**src/rtl/frame_window_pkg.sv**
```systemverilog
// Shared types and helpers for the frame-window hit counter/comparator.
package frame_window_pkg;

    // Controller states: idle, waiting for the first frame boundary,
    // accumulating hits, and the single result-latch cycle.
    typedef enum logic [1:0] {
        ST_IDLE    = 2'd0,
        ST_ARM     = 2'd1,
        ST_ACCUM   = 2'd2,
        ST_COMPARE = 2'd3
    } state_t;

    // Widest counter the saturating helper supports.
    localparam int SAT_W = 32;

    // Increment that sticks at max_val instead of wrapping.
    function automatic logic [SAT_W-1:0] sat_inc(input logic [SAT_W-1:0] val,
                                                 input logic [SAT_W-1:0] max_val);
        if (val >= max_val) begin
            return max_val;
        end
        return val + SAT_W'(1);
    endfunction

endpackage

```
**src/rtl/frame_window_compare_hit_accumulator.sv**
```systemverilog
// One saturating hit counter. Clear has priority over load, load over count.
// Load restarts the count at 0 or 1 depending on the hit of that cycle.
module hit_accumulator #(
    parameter int CNT_W = 20
) (
    input  logic             clk,
    input  logic             reset,
    input  logic             clear_i,
    input  logic             load_i,
    input  logic             inc_en_i,
    input  logic             hit_i,
    output logic [CNT_W-1:0] acc_o
);
    import frame_window_pkg::*;

    // All-ones at CNT_W, widened to the helper width (CNT_W <= 32).
    localparam logic [SAT_W-1:0] MAX_EXT = SAT_W'({CNT_W{1'b1}});

    logic [CNT_W-1:0] acc_q;
    logic [CNT_W-1:0] acc_d;

    // Next count: clear, restart with this cycle's hit, or saturating increment.
    always_comb begin
        acc_d = acc_q;
        if (clear_i) begin
            acc_d = '0;
        end else if (load_i) begin
            acc_d = CNT_W'(hit_i);
        end else if (inc_en_i && hit_i) begin
            acc_d = CNT_W'(sat_inc(SAT_W'(acc_q), MAX_EXT));
        end
    end

    // Counter register with synchronous active-low reset.
    always_ff @(posedge clk) begin
        if (!reset) begin
            acc_q <= '0;
        end else begin
            acc_q <= acc_d;
        end
    end

    assign acc_o = acc_q;

endmodule

```
**src/rtl/frame_window_compare.sv**
```systemverilog
// Multi-channel hit counter over a window of whole frames. At each window
// end the counts are latched, compared against a threshold, and announced
// with a one-cycle result_valid pulse.
module frame_window_compare #(
    parameter int N_CH   = 4,
    parameter int CNT_W  = 20,
    parameter int FRAMES = 1,
    parameter int FIDX_W = 8
) (
    input  logic                    clk,
    input  logic                    reset,
    input  logic                    iVGA_BLANK_N,
    input  logic                    iVGA_VS_N,
    input  logic                    enable,
    input  logic [N_CH-1:0]         pix_hit,
    input  logic [CNT_W-1:0]        threshold,
    output logic [N_CH*CNT_W-1:0]   count_out,
    output logic [N_CH-1:0]         over_thresh,
    output logic                    result_valid,
    output logic [FIDX_W-1:0]       frame_idx,
    output logic                    busy
);
    import frame_window_pkg::*;

    localparam logic [FIDX_W-1:0] LAST_FRAME = FIDX_W'(FRAMES - 1);

    state_t                  state_q, state_d;
    logic                    vs_q;
    logic                    vs_fall;
    logic [FIDX_W-1:0]       frame_q, frame_d;
    logic                    acc_clear;
    logic                    acc_load;
    logic                    acc_count;
    logic                    latch_result;
    logic [N_CH-1:0]         hit_vec;
    logic [CNT_W-1:0]        acc [N_CH];
    logic [N_CH*CNT_W-1:0]   count_q, count_d;
    logic [N_CH-1:0]         over_q, over_d;
    logic                    valid_q;

    // Falling edge of vsync is seen in the same cycle the input goes low.
    assign vs_fall = vs_q & ~iVGA_VS_N;

    // Hits only count during active video.
    assign hit_vec = pix_hit & {N_CH{iVGA_BLANK_N}};

    // Register vsync for edge detection; idles high so reset never fakes an edge.
    always_ff @(posedge clk) begin
        if (!reset) begin
            vs_q <= 1'b1;
        end else begin
            vs_q <= iVGA_VS_N;
        end
    end

    // Next-state, frame index and accumulator control. Dropping enable
    // always wins and discards any partial window.
    always_comb begin
        state_d      = state_q;
        frame_d      = frame_q;
        acc_clear    = 1'b0;
        acc_load     = 1'b0;
        acc_count    = 1'b0;
        latch_result = 1'b0;
        if (!enable) begin
            state_d   = ST_IDLE;
            frame_d   = '0;
            acc_clear = 1'b1;
        end else begin
            case (state_q)
                ST_IDLE: begin
                    state_d   = ST_ARM;
                    frame_d   = '0;
                    acc_clear = 1'b1;
                end
                ST_ARM: begin
                    if (vs_fall) begin
                        state_d   = ST_ACCUM;
                        frame_d   = '0;
                        acc_clear = 1'b1;
                    end
                end
                ST_ACCUM: begin
                    // A hit on the boundary cycle still belongs to the ending window.
                    acc_count = 1'b1;
                    if (vs_fall) begin
                        if (frame_q == LAST_FRAME) begin
                            state_d = ST_COMPARE;
                        end else begin
                            frame_d = frame_q + FIDX_W'(1);
                        end
                    end
                end
                ST_COMPARE: begin
                    // Latch results; this cycle's hit seeds the next window.
                    latch_result = 1'b1;
                    acc_load     = 1'b1;
                    frame_d      = '0;
                    state_d      = ST_ACCUM;
                end
                default: begin
                    state_d = ST_IDLE;
                end
            endcase
        end
    end

    // State and frame index registers.
    always_ff @(posedge clk) begin
        if (!reset) begin
            state_q <= ST_IDLE;
            frame_q <= '0;
        end else begin
            state_q <= state_d;
            frame_q <= frame_d;
        end
    end

    // Per-channel saturating accumulators.
    for (genvar g = 0; g < N_CH; g++) begin : g_ch
        hit_accumulator #(
            .CNT_W (CNT_W)
        ) u_acc (
            .clk      (clk),
            .reset    (reset),
            .clear_i  (acc_clear),
            .load_i   (acc_load),
            .inc_en_i (acc_count),
            .hit_i    (hit_vec[g]),
            .acc_o    (acc[g])
        );
    end

    // Pack the live counts and compare them against the threshold (strict).
    always_comb begin
        count_d = '0;
        over_d  = '0;
        for (int i = 0; i < N_CH; i++) begin
            count_d[i*CNT_W +: CNT_W] = acc[i];
            over_d[i]                 = (acc[i] > threshold);
        end
    end

    // Result latches: update only at the close of the compare cycle.
    always_ff @(posedge clk) begin
        if (!reset) begin
            count_q <= '0;
            over_q  <= '0;
            valid_q <= 1'b0;
        end else begin
            valid_q <= latch_result;
            if (latch_result) begin
                count_q <= count_d;
                over_q  <= over_d;
            end
        end
    end

    assign count_out    = count_q;
    assign over_thresh  = over_q;
    assign result_valid = valid_q;
    assign frame_idx    = frame_q;
    assign busy         = (state_q != ST_IDLE);

endmodule

```
**config.mk**
```make
export PLATFORM = sky130hd
export DESIGN_NAME = frame_window_compare
export DESIGN_NICKNAME = d
export VERILOG_FILES = /design/src/rtl/frame_window_pkg.sv /design/src/rtl/frame_window_compare_hit_accumulator.sv /design/src/rtl/frame_window_compare.sv
export SDC_FILE = /design/constraint.sdc
export NUM_CORES = 1
export LEC_CHECK = 0
export BUFFER_PORTS_ARGS = -buffer_cell sky130_fd_sc_hd__buf_2
export CAP_MARGIN = 0
export CELL_PAD_IN_SITES_DETAIL_PLACEMENT = 1
export CELL_PAD_IN_SITES_GLOBAL_PLACEMENT = 2
export CORE_MARGIN = 10
export CORE_UTILIZATION = 32
export CTS_BUF_LIST = sky130_fd_sc_hd__clkbuf_16
export DETAILED_ROUTE_END_ITERATION = 10
export PLACE_DENSITY_LB_ADDON = 0.1
export REMOVE_ABC_BUFFERS = 1
export SYNTH_ARGS = -nofsm -noshare
export SYNTH_HDL_FRONTEND = slang
export SYNTH_SLANG_ARGS = --single-unit
export TNS_END_PERCENT = 20
```
**constraint.sdc**
```tcl
create_clock -name clk -period 2.15 [get_ports clk]
set_clock_uncertainty 0.05 [all_clocks]
set_input_delay 0.43 -clock clk [delete_from_list [all_inputs] [get_ports clk]]
set_output_delay 0.43 -clock clk [all_outputs]
set_load 0.02 [all_outputs]
```
==> results.ini <==
[run_status]
outcome = finished, final reports clean

[floorplanning]
die_w_um = 190.7
rows = 62
io-pin-count = 123
die_h_um = 190.7
core_um2 = 28700
die-area_um2 = 36370
start_util_pct = 32.49

[final_layout]
nets = 1435
syn2layout_area_growth_pct = 26.97
final_util_pct = 41.26
layout.cells.non_filler = 1719
drive_gt1_share_pct = 22.36
layout_common_cells = nand2_1 (231), dfxtp_1 (173), buf_2 (122), buf_4 (113), a21oi_1 (99)
final_common_cell = nand2_1
design_area_um2 = 11840
nFillCells = 3504

[drt]
drt_iter0_drc = 409
postRouteAntennaNets = 0
drc = 0
route.vias.total = 8815
viasPerCell = 5.128
wl_um = 32540
dr.pass1.iters = 5
wire_per_inst_um = 18.93

[synth]
yosysTopAreaCell = dfxtp_1
yosys.cell_types.count = 63
syn_inst = 1109
seq_area_frac_synth_pct = 37.78
yosysTopAreaCellShare_pct = 37.78
synth.cell_area_um2 = 9326
synth_area_leaders = dfxtp_1 (38%), ha_1 (12%), nand2_1 (9.3%), a21boi_0 (6.4%), a21oi_1 (5.3%)
postSynth.asyncResetShare_pct = 0
dominantRegCellSynth = dfxtp_1
ys_warn_count = 0
synth-edff-count = 0
syn_avg_cell_area_um2 = 8.410
synth_seq_cells = 176

[placed_design]
place_area_um2 = 11210
portBuffers = 122
hpwl_um = 24790
dp.cells = 1683
place_ws_ps = -85.04
gp_congestion = 0.8289

[run]
max_cap_viol_count = 0

[pwr]
power.total_mw = 6.751
p_leak_nw = 4.904
power_density_nw_per_um2 = 570.1
ir_worst_vdd_mv = 0.4689

[sta]
setup_viol = 0
tightestPinTransition_ps = 433.7
finalHoldViolCount = 0
setup_tns_ps = 0
worst_slack_ps = 95.25
slew_violations = 0
rsz0062_at_grt = true
min_period_ps = 2055
fin_crit_sh_pct = 95.57
fmax_mhz = 486.7
relSlewSlack_pct = 71.02
hold_slack_ps = 150.7

[setup_path]
crit_arrival_ps = 2310
cp-start-kind = flop
path_class = flop to flop
critPathCaptureType = flop
crit_required_ps = 2410
critical_path_peak_fanout = 6

[grt]
grtUsageTotal_pct = 18.19
grt_pass1_wl_um = 52430
grt_max_degree = 44
grt_pass1_vias = 9269
grt.overflow.total = 0
antenna_found_initial = 2

[clocking]
clk_pin_slew_ps = 80
clkLatencyLatePin_ps = 440
clock-sinks = 176
cts_tree = yes
htree_levels = 4
cts_made_buffers = 17
cts_buffer_depth = 2
ctsHoldBuffers = 0
root_buffer = clkbuf_16

[worst_hold_path]
hp-class = input pin to flop

[report_power, final]
part	switching (mW)	leakage, nW	internal (mW)	total, mW
logic	0.194	3.21	0.117	0.311
clock network	1.47	0.279	1.71	3.18
registers	0.00251	1.42	3.26	3.26
total	1.67	4.90	5.09	6.75
[routing by layer]
metal	global-route usage (%)	part of all wire, %	vias up
met5	0	0	-
met4	4.785	1.6	0
met3	3.658	3.8	26
met2	30.19	47	122
met1	23.52	47	4264
li1	-	-	4403
[cell type report]
cell class	count	area [um^2]	share of cell area, %
Tap cell	384	480.5	4.057
Multi-Input combinational cell	849	5545	46.83
Sequential cell	176	3527	29.79
Clock inverter	15	147.6	1.247
Inverter	35	131.4	1.109
Timing Repair Buffer	241	1579	13.33
Clock buffer	17	425.4	3.593
Antenna cell	2	5.005	0.04227
[synth_stat cells, types with 6 or more instances]
| cell type | instances |
|---|---|
| a21boi_0 | 80 |
| nand4_1 | 33 |
| o21ai_0 | 30 |
| a211oi_1 | 11 |
| nand2_1 | 231 |
| dfxtp_1 | 176 |
| ha_1 | 86 |
| and3_1 | 11 |
| and4_1 | 9 |
| and2_1 | 7 |
| inv_1 | 35 |
| nand2b_1 | 6 |
| a21oi_1 | 99 |
| nor2_1 | 24 |
| nand3_1 | 43 |
| nor4_1 | 15 |
| mux2i_1 | 10 |
| a31oi_1 | 15 |
| xor2_1 | 30 |
| nor3_1 | 23 |
| xnor2_1 | 16 |
| clkbuf_1 | 39 |
[critical path, stage by stage, from the launching register on]
cell	delay, ps
dfxtp_2	320
inv_2	50
ha_1	120
or4b_4	450
o41a_1	470
o221ai_4	250
or3_1	150
a21oi_1	60
[registers in the layout, indices dropped and copies added (netlist names)]
register	flops
state_q	2
over_thresh	4
g_ch.u_acc.acc_o	80
frame_idx	8
count_out	80
result_valid	1
vs_q	1
[kinds of logic after synthesis]
| logic type | after synthesis | share of synthesized area (%) |
|---|---|---|
| XOR/XNOR | 46 | 4.320 |
| flip-flops | 176 | 37.78 |
| AO/OA/AOI/OAI | 273 | 18.94 |
| buffers and inverters | 85 | 3.595 |
| AND/OR/NAND/NOR | 433 | 22.75 |
| multiplexers | 10 | 1.073 |
| adder cells (fa/ha/maj) | 86 | 11.54 |
[path summary, 6_finish.rpt]
check                           cells after the start                         end                        from  slack [ps]
worst max-delay path                                7   frame_idx[5]$_SDFFE_PN0P_   frame_idx[1]$_SDFFE_PN0P_         100
worst min-delay path                                2             vs_q$_SDFF_PN1_                   iVGA_VS_N         150
worst max register to register                      7   frame_idx[5]$_SDFFE_PN0P_   frame_idx[1]$_SDFFE_PN0P_         100
worst min register to register                      2  count_out[63]$_SDFFE_PN0P_  count_out[63]$_SDFFE_PN0P_         410
[repair_timing]
item                                    4_1_cts  5_1_grt
resized for setup                             2       11
pin swaps                                     4        5
gates cloned                                  1        0
endpoints found under the setup margin        8       10
setup buffers                                 0        1
Note: power is estimated with default switching activity, not from simulation.
